==> config.mk <==
export PLATFORM = sky130hd
export DESIGN_NAME = instr_ram_loader
export DESIGN_NICKNAME = d
export VERILOG_FILES = /design/src/rtl/instr_ram_loader.sv
export SDC_FILE = /design/constraint.sdc
export NUM_CORES = 1
export LEC_CHECK = 0
export CAP_MARGIN = 25
export CORE_MARGIN = 2
export CORE_UTILIZATION = 50
export DETAILED_ROUTE_END_ITERATION = 12
export PLACE_DENSITY = 0.73
export SYNTH_ARGS = -nofsm -noshare
export SYNTH_HDL_FRONTEND = slang
export SYNTH_SLANG_ARGS = --single-unit
==> constraint.sdc <==
create_clock -name CLK -period 2.85 [get_ports CLK]
set_input_delay 0.57 -clock CLK [delete_from_list [all_inputs] [get_ports CLK]]
set_output_delay 0.57 -clock CLK [all_outputs]
set_load 0.05 [all_outputs]
==> src/rtl/instr_ram_loader.sv <==
// Boot loader: receives a length-prefixed little-endian image from a byte
// stream, writes it into instruction RAM and holds the CPU until it is complete.
module instr_ram_loader #(
    parameter int unsigned DATA_WIDTH     = 32,
    parameter int unsigned ADDR_WIDTH     = 10,
    parameter int unsigned TIMEOUT_CYCLES = 1000000
) (
    input  logic                  CLK,
    input  logic                  RST_n,
    input  logic                  start,
    input  logic [7:0]            rx_data,
    input  logic                  rx_valid,
    output logic                  rx_ready,
    output logic [DATA_WIDTH-1:0] ram_data,
    output logic [ADDR_WIDTH-1:0] ram_addr,
    output logic                  ram_we,
    output logic                  busy,
    output logic                  done,
    output logic                  cpu_hold,
    output logic [1:0]            err,
    output logic [ADDR_WIDTH:0]   words_loaded
);

    localparam int unsigned DEPTH = 2 ** ADDR_WIDTH;
    localparam int unsigned CNT_W = $clog2(TIMEOUT_CYCLES + 1);
    localparam int unsigned WL_W  = ADDR_WIDTH + 1;

    localparam logic [1:0] ERR_NONE    = 2'b00;
    localparam logic [1:0] ERR_SIZE    = 2'b01;
    localparam logic [1:0] ERR_TIMEOUT = 2'b10;

    typedef enum logic [2:0] {
        S_IDLE,
        S_HDR0,
        S_HDR1,
        S_DATA,
        S_WRITE,
        S_DONE,
        S_ERR
    } state_t;

    state_t                state_q, state_d;
    logic [15:0]           n_words_q, n_words_d;
    logic [1:0]            byte_idx_q, byte_idx_d;
    logic [CNT_W-1:0]      idle_q, idle_d;

    logic                  rx_ready_d;
    logic [DATA_WIDTH-1:0] ram_data_d;
    logic [ADDR_WIDTH-1:0] ram_addr_d;
    logic                  ram_we_d;
    logic                  busy_d;
    logic                  done_d;
    logic                  cpu_hold_d;
    logic [1:0]            err_d;
    logic [WL_W-1:0]       words_d;

    logic                  accept;
    logic                  timeout;
    logic [CNT_W-1:0]      idle_inc;
    logic [15:0]           hdr_n;
    logic [WL_W-1:0]       wl_inc;

    // State and registered outputs
    always_ff @(posedge CLK or negedge RST_n) begin
        if (!RST_n) begin
            state_q      <= S_IDLE;
            n_words_q    <= '0;
            byte_idx_q   <= '0;
            idle_q       <= '0;
            rx_ready     <= 1'b0;
            ram_data     <= '0;
            ram_addr     <= '0;
            ram_we       <= 1'b0;
            busy         <= 1'b0;
            done         <= 1'b0;
            cpu_hold     <= 1'b1;
            err          <= ERR_NONE;
            words_loaded <= '0;
        end else begin
            state_q      <= state_d;
            n_words_q    <= n_words_d;
            byte_idx_q   <= byte_idx_d;
            idle_q       <= idle_d;
            rx_ready     <= rx_ready_d;
            ram_data     <= ram_data_d;
            ram_addr     <= ram_addr_d;
            ram_we       <= ram_we_d;
            busy         <= busy_d;
            done         <= done_d;
            cpu_hold     <= cpu_hold_d;
            err          <= err_d;
            words_loaded <= words_d;
        end
    end

    // Next-state logic; outputs are decoded from the next state so they register in step
    always_comb begin
        state_d    = state_q;
        n_words_d  = n_words_q;
        byte_idx_d = byte_idx_q;
        idle_d     = idle_q;
        ram_data_d = ram_data;
        ram_addr_d = ram_addr;
        err_d      = err;
        words_d    = words_loaded;

        accept   = rx_valid && rx_ready;
        idle_inc = idle_q + CNT_W'(1);
        timeout  = !accept && (32'(idle_inc) >= TIMEOUT_CYCLES);
        hdr_n    = {rx_data, n_words_q[7:0]};
        wl_inc   = words_loaded + WL_W'(1);

        unique case (state_q)
            S_IDLE, S_DONE, S_ERR: begin
                if (start) begin
                    state_d = S_HDR0;
                    idle_d  = '0;
                    err_d   = ERR_NONE;
                    words_d = '0;
                end
            end
            S_HDR0: begin
                if (accept) begin
                    n_words_d[7:0] = rx_data;
                    idle_d         = '0;
                    state_d        = S_HDR1;
                end else if (timeout) begin
                    err_d   = ERR_TIMEOUT;
                    state_d = S_ERR;
                end else begin
                    idle_d = idle_inc;
                end
            end
            S_HDR1: begin
                if (accept) begin
                    n_words_d = hdr_n;
                    idle_d    = '0;
                    if (hdr_n == 16'd0) begin
                        state_d = S_DONE;
                    end else if (32'(hdr_n) > DEPTH) begin
                        err_d   = ERR_SIZE;
                        state_d = S_ERR;
                    end else begin
                        byte_idx_d = '0;
                        ram_addr_d = '0;
                        state_d    = S_DATA;
                    end
                end else if (timeout) begin
                    err_d   = ERR_TIMEOUT;
                    state_d = S_ERR;
                end else begin
                    idle_d = idle_inc;
                end
            end
            S_DATA: begin
                if (accept) begin
                    // Shift in from the top so the first byte lands in bits [7:0]
                    ram_data_d = {rx_data, ram_data[DATA_WIDTH-1:8]};
                    byte_idx_d = byte_idx_q + 2'd1;
                    idle_d     = '0;
                    if (byte_idx_q == 2'd3) begin
                        state_d = S_WRITE;
                    end
                end else if (timeout) begin
                    err_d   = ERR_TIMEOUT;
                    state_d = S_ERR;
                end else begin
                    idle_d = idle_inc;
                end
            end
            S_WRITE: begin
                words_d = wl_inc;
                if (32'(wl_inc) == 32'(n_words_q)) begin
                    state_d = S_DONE;
                end else begin
                    ram_addr_d = ram_addr + ADDR_WIDTH'(1);
                    state_d    = S_DATA;
                end
            end
            default: begin
                state_d = S_IDLE;
            end
        endcase

        rx_ready_d = (state_d == S_HDR0) || (state_d == S_HDR1) || (state_d == S_DATA);
        ram_we_d   = (state_d == S_WRITE);
        busy_d     = rx_ready_d || ram_we_d;
        done_d     = (state_d == S_DONE);
        cpu_hold_d = (state_d != S_DONE);
    end

endmodule

; ---- Word level (Yosys, flattened, before mapping)
; Cells that the tools add are included.
; W data, S select, Z words.
[classes]
add_sub_neg = 4
n_lt_le_gt_ge = 2
n_eq_ne = 24
mux = 35
bitwise = 1
n_reduce_logical = 24
[op_table]
columns = cell, count
row1 = $mux W20, 3
row2 = $mux W10, 4
row3 = $pmux W20 S2, 1
row4 = $mux W3, 9
row5 = $pmux W11 S2, 1
row6 = $add A20 B1 Y20 const B, 1
row7 = $ge A20 B20 Y1 const B, 1
row8 = $mux W2, 10
row9 = $pmux W10 S2, 1
row10 = $eq A11 B16 Y1, 1
row11 = $gt A16 B11 Y1 const B, 1
row12 = $logic_not A16 Y1, 1
row13 = $pmux W8 S2, 1
row14 = $eq A3 B3 Y1 const B, 5
row15 = $pmux W3 S5, 1
row16 = $reduce_and A5 Y1, 3
row17 = $ne A2 B2 Y1 const B, 7
row18 = $eq A3 B2 Y1 const B, 4
row19 = $ne A3 B3 Y1 const B, 4
row20 = $add A11 B1 Y11 const B, 1
row21 = $mux W11, 1
row22 = $add A10 B1 Y10 const B, 1
row23 = $mux W8, 1
row24 = $reduce_bool A2 Y1, 4
row25 = 15 further kinds, 23
[word_totals]
reg_bits = 101
in_bits = 12
output_inout_bits = 60
word_cells = 104

; ---- Logic depth before layout (Yosys ltp)
[depth]
ltp_word = 10
ltp_mapped = 13
depth_no_buf = 10

; ---- Worst setup path before layout
; No wires, ideal clock.
[synth_path]
path_kind = reg-to-reg
startpoint = register words_loaded[0]
endpoint = register ram_addr[8]
setup_ns = 0.137
t_arrival_ns = 2.891
required_ns = 2.713
slack_ns = -0.178
stages_incl_launch_ff = 13
path_buffers = 2
synth_period_minus_slack_ns = 3.028
path_cell_list = dfrtp_1 -> ha_1 -> and3_1 -> and3_1 -> buf_2 -> mux2_4 -> mux2i_1 -> a2111oi_2 -> nand2b_1 -> buf_2 -> nor4_1 -> xnor2_1 -> nor2_1
[synth_between]
elab_chain_len = 4
[synth_lines]
columns = element, line_no
row1 = start: declaration, 21  ; output logic [ADDR_WIDTH:0] words_loaded
row2 = start signal: assignment, 92  ; words_loaded <= words_d;
row3 = $add A11 B1 Y11, 111  ; wl_inc = words_loaded + WL_W'(1);
row4 = $eq A11 B16 Y1, 173  ; if (32'(wl_inc) == 32'(n_words_q)) begin
row5 = $ne A2 B2 Y1 (no line), --
row6 = $reduce_and A5 Y1 (no line), --
row7 = end signal: assignment, 86  ; ram_addr <= ram_addr_d;
row8 = end: declaration, 15  ; output logic [ADDR_WIDTH-1:0] ram_addr,
; Every way passes these cells.
; A chain may end at the register's enable or synchronous reset.

; ---- Worst setup path in the final report
[layout_path]
startpoint = register idle_q[8]
endpoint = register idle_q[11]
[layout_between]
elab_chain_len = 5
word_cells_on_any_way = 8
classes_between = 1 x add/sub / 1 x order compare / 1 x eq/ne / 3 x mux / 2 x reduce/logical
[layout_lines]
columns = element, line_no
row1 = start: declaration, 45  ; logic [CNT_W-1:0] idle_q, idle_d;
row2 = start signal: assignment, 83  ; idle_q <= idle_d;
row3 = $add A20 B1 Y20 (*), 108  ; idle_inc = idle_q + CNT_W'(1);
row4 = $ge A20 B20 Y1, 109  ; timeout = !accept && (32'(idle_inc) >= TIMEOUT_CYCLES);
row5 = $logic_and A1 B1 Y1, 109
row6 = $ne A3 B3 Y1 (no line), --
row7 = $reduce_and A3 Y1 (no line), --
; Every way passes the cells marked *; elsewhere a longest branch is shown, timed or not. The select of a mux whose other input is x is not followed.

==> impl_metrics.yaml <==
clock_network:
  postCtsHoldBufs: 0
  cts_buffers: 9
  path_clk_slew_ps: 100
  clock_sinks: 101
  ctsHtreeMaxLevel: 3
  insertion_delay_ps: 380
  cts_tree: "yes"
  cts_root_buffer: "clkbuf_8"
  clk_path_buf_depth: 2
global_route:
  overflow: 0
  grt_max_degree: 40
  antenna_found_initial: 0
  first_global_vias: 3957
  grt_use_total_pct: 21.1
  grt_pass1_wl_mm: 19.2
sta:
  min_period_over_period_pct: 101
  fin_hold_ws_ps: 140
  max_freq_mhz: 346
  worstMarginPinSlew_ps: 599
  setup_tns_ps: -134
  fin_skew_ps: 11.4
  setup_slack_ps: -38.7
  fin_crit_ps: 2890
  rsz0062_at_grt: "yes"
  maxSlewHeadroom_pct: 60.1
  drv_slew: 0
  hold_viol_final: 0
  report.final.setup_viol: 9
drt:
  ant_nets: 0
  remaining_drc_errors: 0
  wl_per_cell_um: 16.2
  vias: 4264
  finalWirelength_mm: 12.0
  drt_iter0_drc: 267
  first_pass_iters: 5
  via_per_inst: 5.75
pwr:
  irDropWorstVdd_mv: 0.820
  p_leak_nw: 2.86
  total_power_mw: 6.57
  powerDensity_nw_per_um2: 976
place:
  hpwlAfterDp_mm: 7.97
  placed_area_um2: 6250
  placement.io_buffers: 71
  dp_cells: 716
  gp_congestion: 0.863
  place_ws_ps: -5.75
die:
  initial_core_util_pct: 51.1
  chipHeight_um: 107
  num_rows: 37
  fp.dieW_um: 107
  core-area_um2: 10300
  dieArea_um2: 11300
  io_pins: 72
synth:
  synth_flop_cell: "dfrtp_1"
  synthDistinctLibCells: 64
  yosysWarnings: 0
  syn_nets: 522
  netlist_instances: 505
  synthArstFlopShare_pct: 100
  avgSynthCellArea_um2: 10.4
  yosysSeqAreaShare_pct: 48.1
  synth_edf_count: 0
  syn_area_um2: 5250
  ys_seq_elements: 101
setup_path:
  crit_type: "register to register"
  end_kind: "register"
  worst-endpoint-required_ps: 3140
  cp.arrival_ps: 3180
  startpoint_type: "register"
  crit_fanout: 9
layout:
  layout_commonest_cell: "dfrtp_1"
  diodes: 0
  layout_common_cells: "dfrtp_1 (97), clkdlybuf4s50_1 (70), mux2_2 (47)"
  finalNetCount: 618
  final_cell_area_um2: 6740
  fill_cells: 836
  drive_above_1_share_pct: 24.9
  instances_no_fill: 742
  syn2layout_area_growth_pct: 28.2
  utilization_pct: 65.5
run_status:
  status: "complete, but fails checks"
  violations: "setup timing"
run:
  drv_cap: 0
hold_path:
  holdCritPathClass: "input pin to asynchronous set/reset pin"
-- state kept, by name (all words and copies together), names as in the netlist --
register      flops
ram_we            1
rx_ready          1
n_words_q        16
idle_q           20
err               2
words_loaded     11
state_q           3
byte_idx_q        2
ram_addr         10
ram_data         32
done              1
cpu_hold          1
busy              1
-- logic make-up (layout without fill, tap and decap cells) --
logic type | after synthesis | in the layout | share of synthesized area [%]
fa+ha+maj | 5 | 5 | 1.19
flops | 101 | 101 | 48.1
mux | 49 | 49 | 10.6
compound gates | 121 | 121 | 15.8
buf+inv | 35 | 136 | 3.10
xor+xnor | 25 | 25 | 4.43
simple gates | 169 | 169 | 16.8
-- worst max-delay path, stage by stage (launching register included) --
cell	delay, ps
dfrtp_1	500
nand3_4	200
nor2_1	380
and4_1	380
xnor2_1	160
nor3_2	80
a211oi_2	330
a211oi_4	70
or2_4	290
buf_12	160
o31ai_2	230
-- per-layer routing --
| layer | global-route usage (%) | vias to the layer above | share of wire (%) |
|---|---|---|---|
| met4 | 7.70 | 0 | 1.9 |
| met3 | 4.29 | 21 | 5.7 |
| met2 | 32.5 | 130 | 47 |
| li1 | - | 2023 | - |
| met5 | 0 | - | 0 |
| met1 | 29.8 | 2090 | 46 |
-- what timing repair did --
action / CTS / global route
gates cloned: 0 / 2
buffers inserted: 0 / 8
pin swaps: 0 / 8
resized for setup: 2 / 33
setup endpoints to repair: 4 / 33
-- area by class of cell --
| type | instances | area [um2] | share of cell area (%) |
|---|---|---|---|
| flip-flops and latches | 101 | 2530 | 37.6 |
| repair buffers | 109 | 1050 | 15.5 |
| inverters | 11 | 41.3 | 0.613 |
| clock inverters | 6 | 95.1 | 1.41 |
| well taps | 136 | 170 | 2.53 |
| multi-input cells | 369 | 2720 | 40.4 |
| clock buffers | 10 | 128 | 1.89 |
-- power breakdown --
group / leakage [nW] / internal [mW] / switching [mW] / total [mW]
Combinational: 1.46 / 1.30 / 1.97 / 3.27
Clock: 0.111 / 0.504 / 0.518 / 1.02
Sequential: 1.29 / 1.86 / 0.421 / 2.28
Total: 2.86 / 3.67 / 2.91 / 6.57
-- final timing paths --
| check | cells past startpoint | startpoint | slack, ps | endpoint |
|---|---|---|---|---|
| setup / recovery | 10 | idle_q[8]$_DFFE_PN0P_ | -40 | idle_q[11]$_DFFE_PN0P_ |
| hold / removal | 1 | RST_n | 140 | idle_q[4]$_DFFE_PN0P_ |
| hold reg to reg | 1 | idle_q[19]$_DFFE_PN0P_ | 500 | idle_q[19]$_DFFE_PN0P_ |
| max in group asynchronous | 2 | RST_n | 1950 | cpu_hold$_DFF_PN1_ |
| setup reg to reg | 10 | idle_q[8]$_DFFE_PN0P_ | -40 | idle_q[11]$_DFFE_PN0P_ |
| min in group CLK | 1 | idle_q[19]$_DFFE_PN0P_ | 500 | idle_q[19]$_DFFE_PN0P_ |
-- synthesized netlist by cell type, drive strengths merged, types with 6 or more instances --
master	instances	share of area (%)
nor4	6	0.95
nor3	13	1.5
dfrtp	100	48
and2	9	1.1
and3	8	0.95
clkbuf	16	1.2
a31oi	6	0.71
nand3	23	2.7
o21ai	53	5.4
nand2b	9	1.1
o31ai	19	3.2
inv	11	0.79
buf	8	1.1
nand2	38	2.8
mux2	48	10
a21oi	13	1.2
nor2	44	3.1
xor2	7	1.2
xnor2	17	2.8
(Power assumes the default switching activity.)
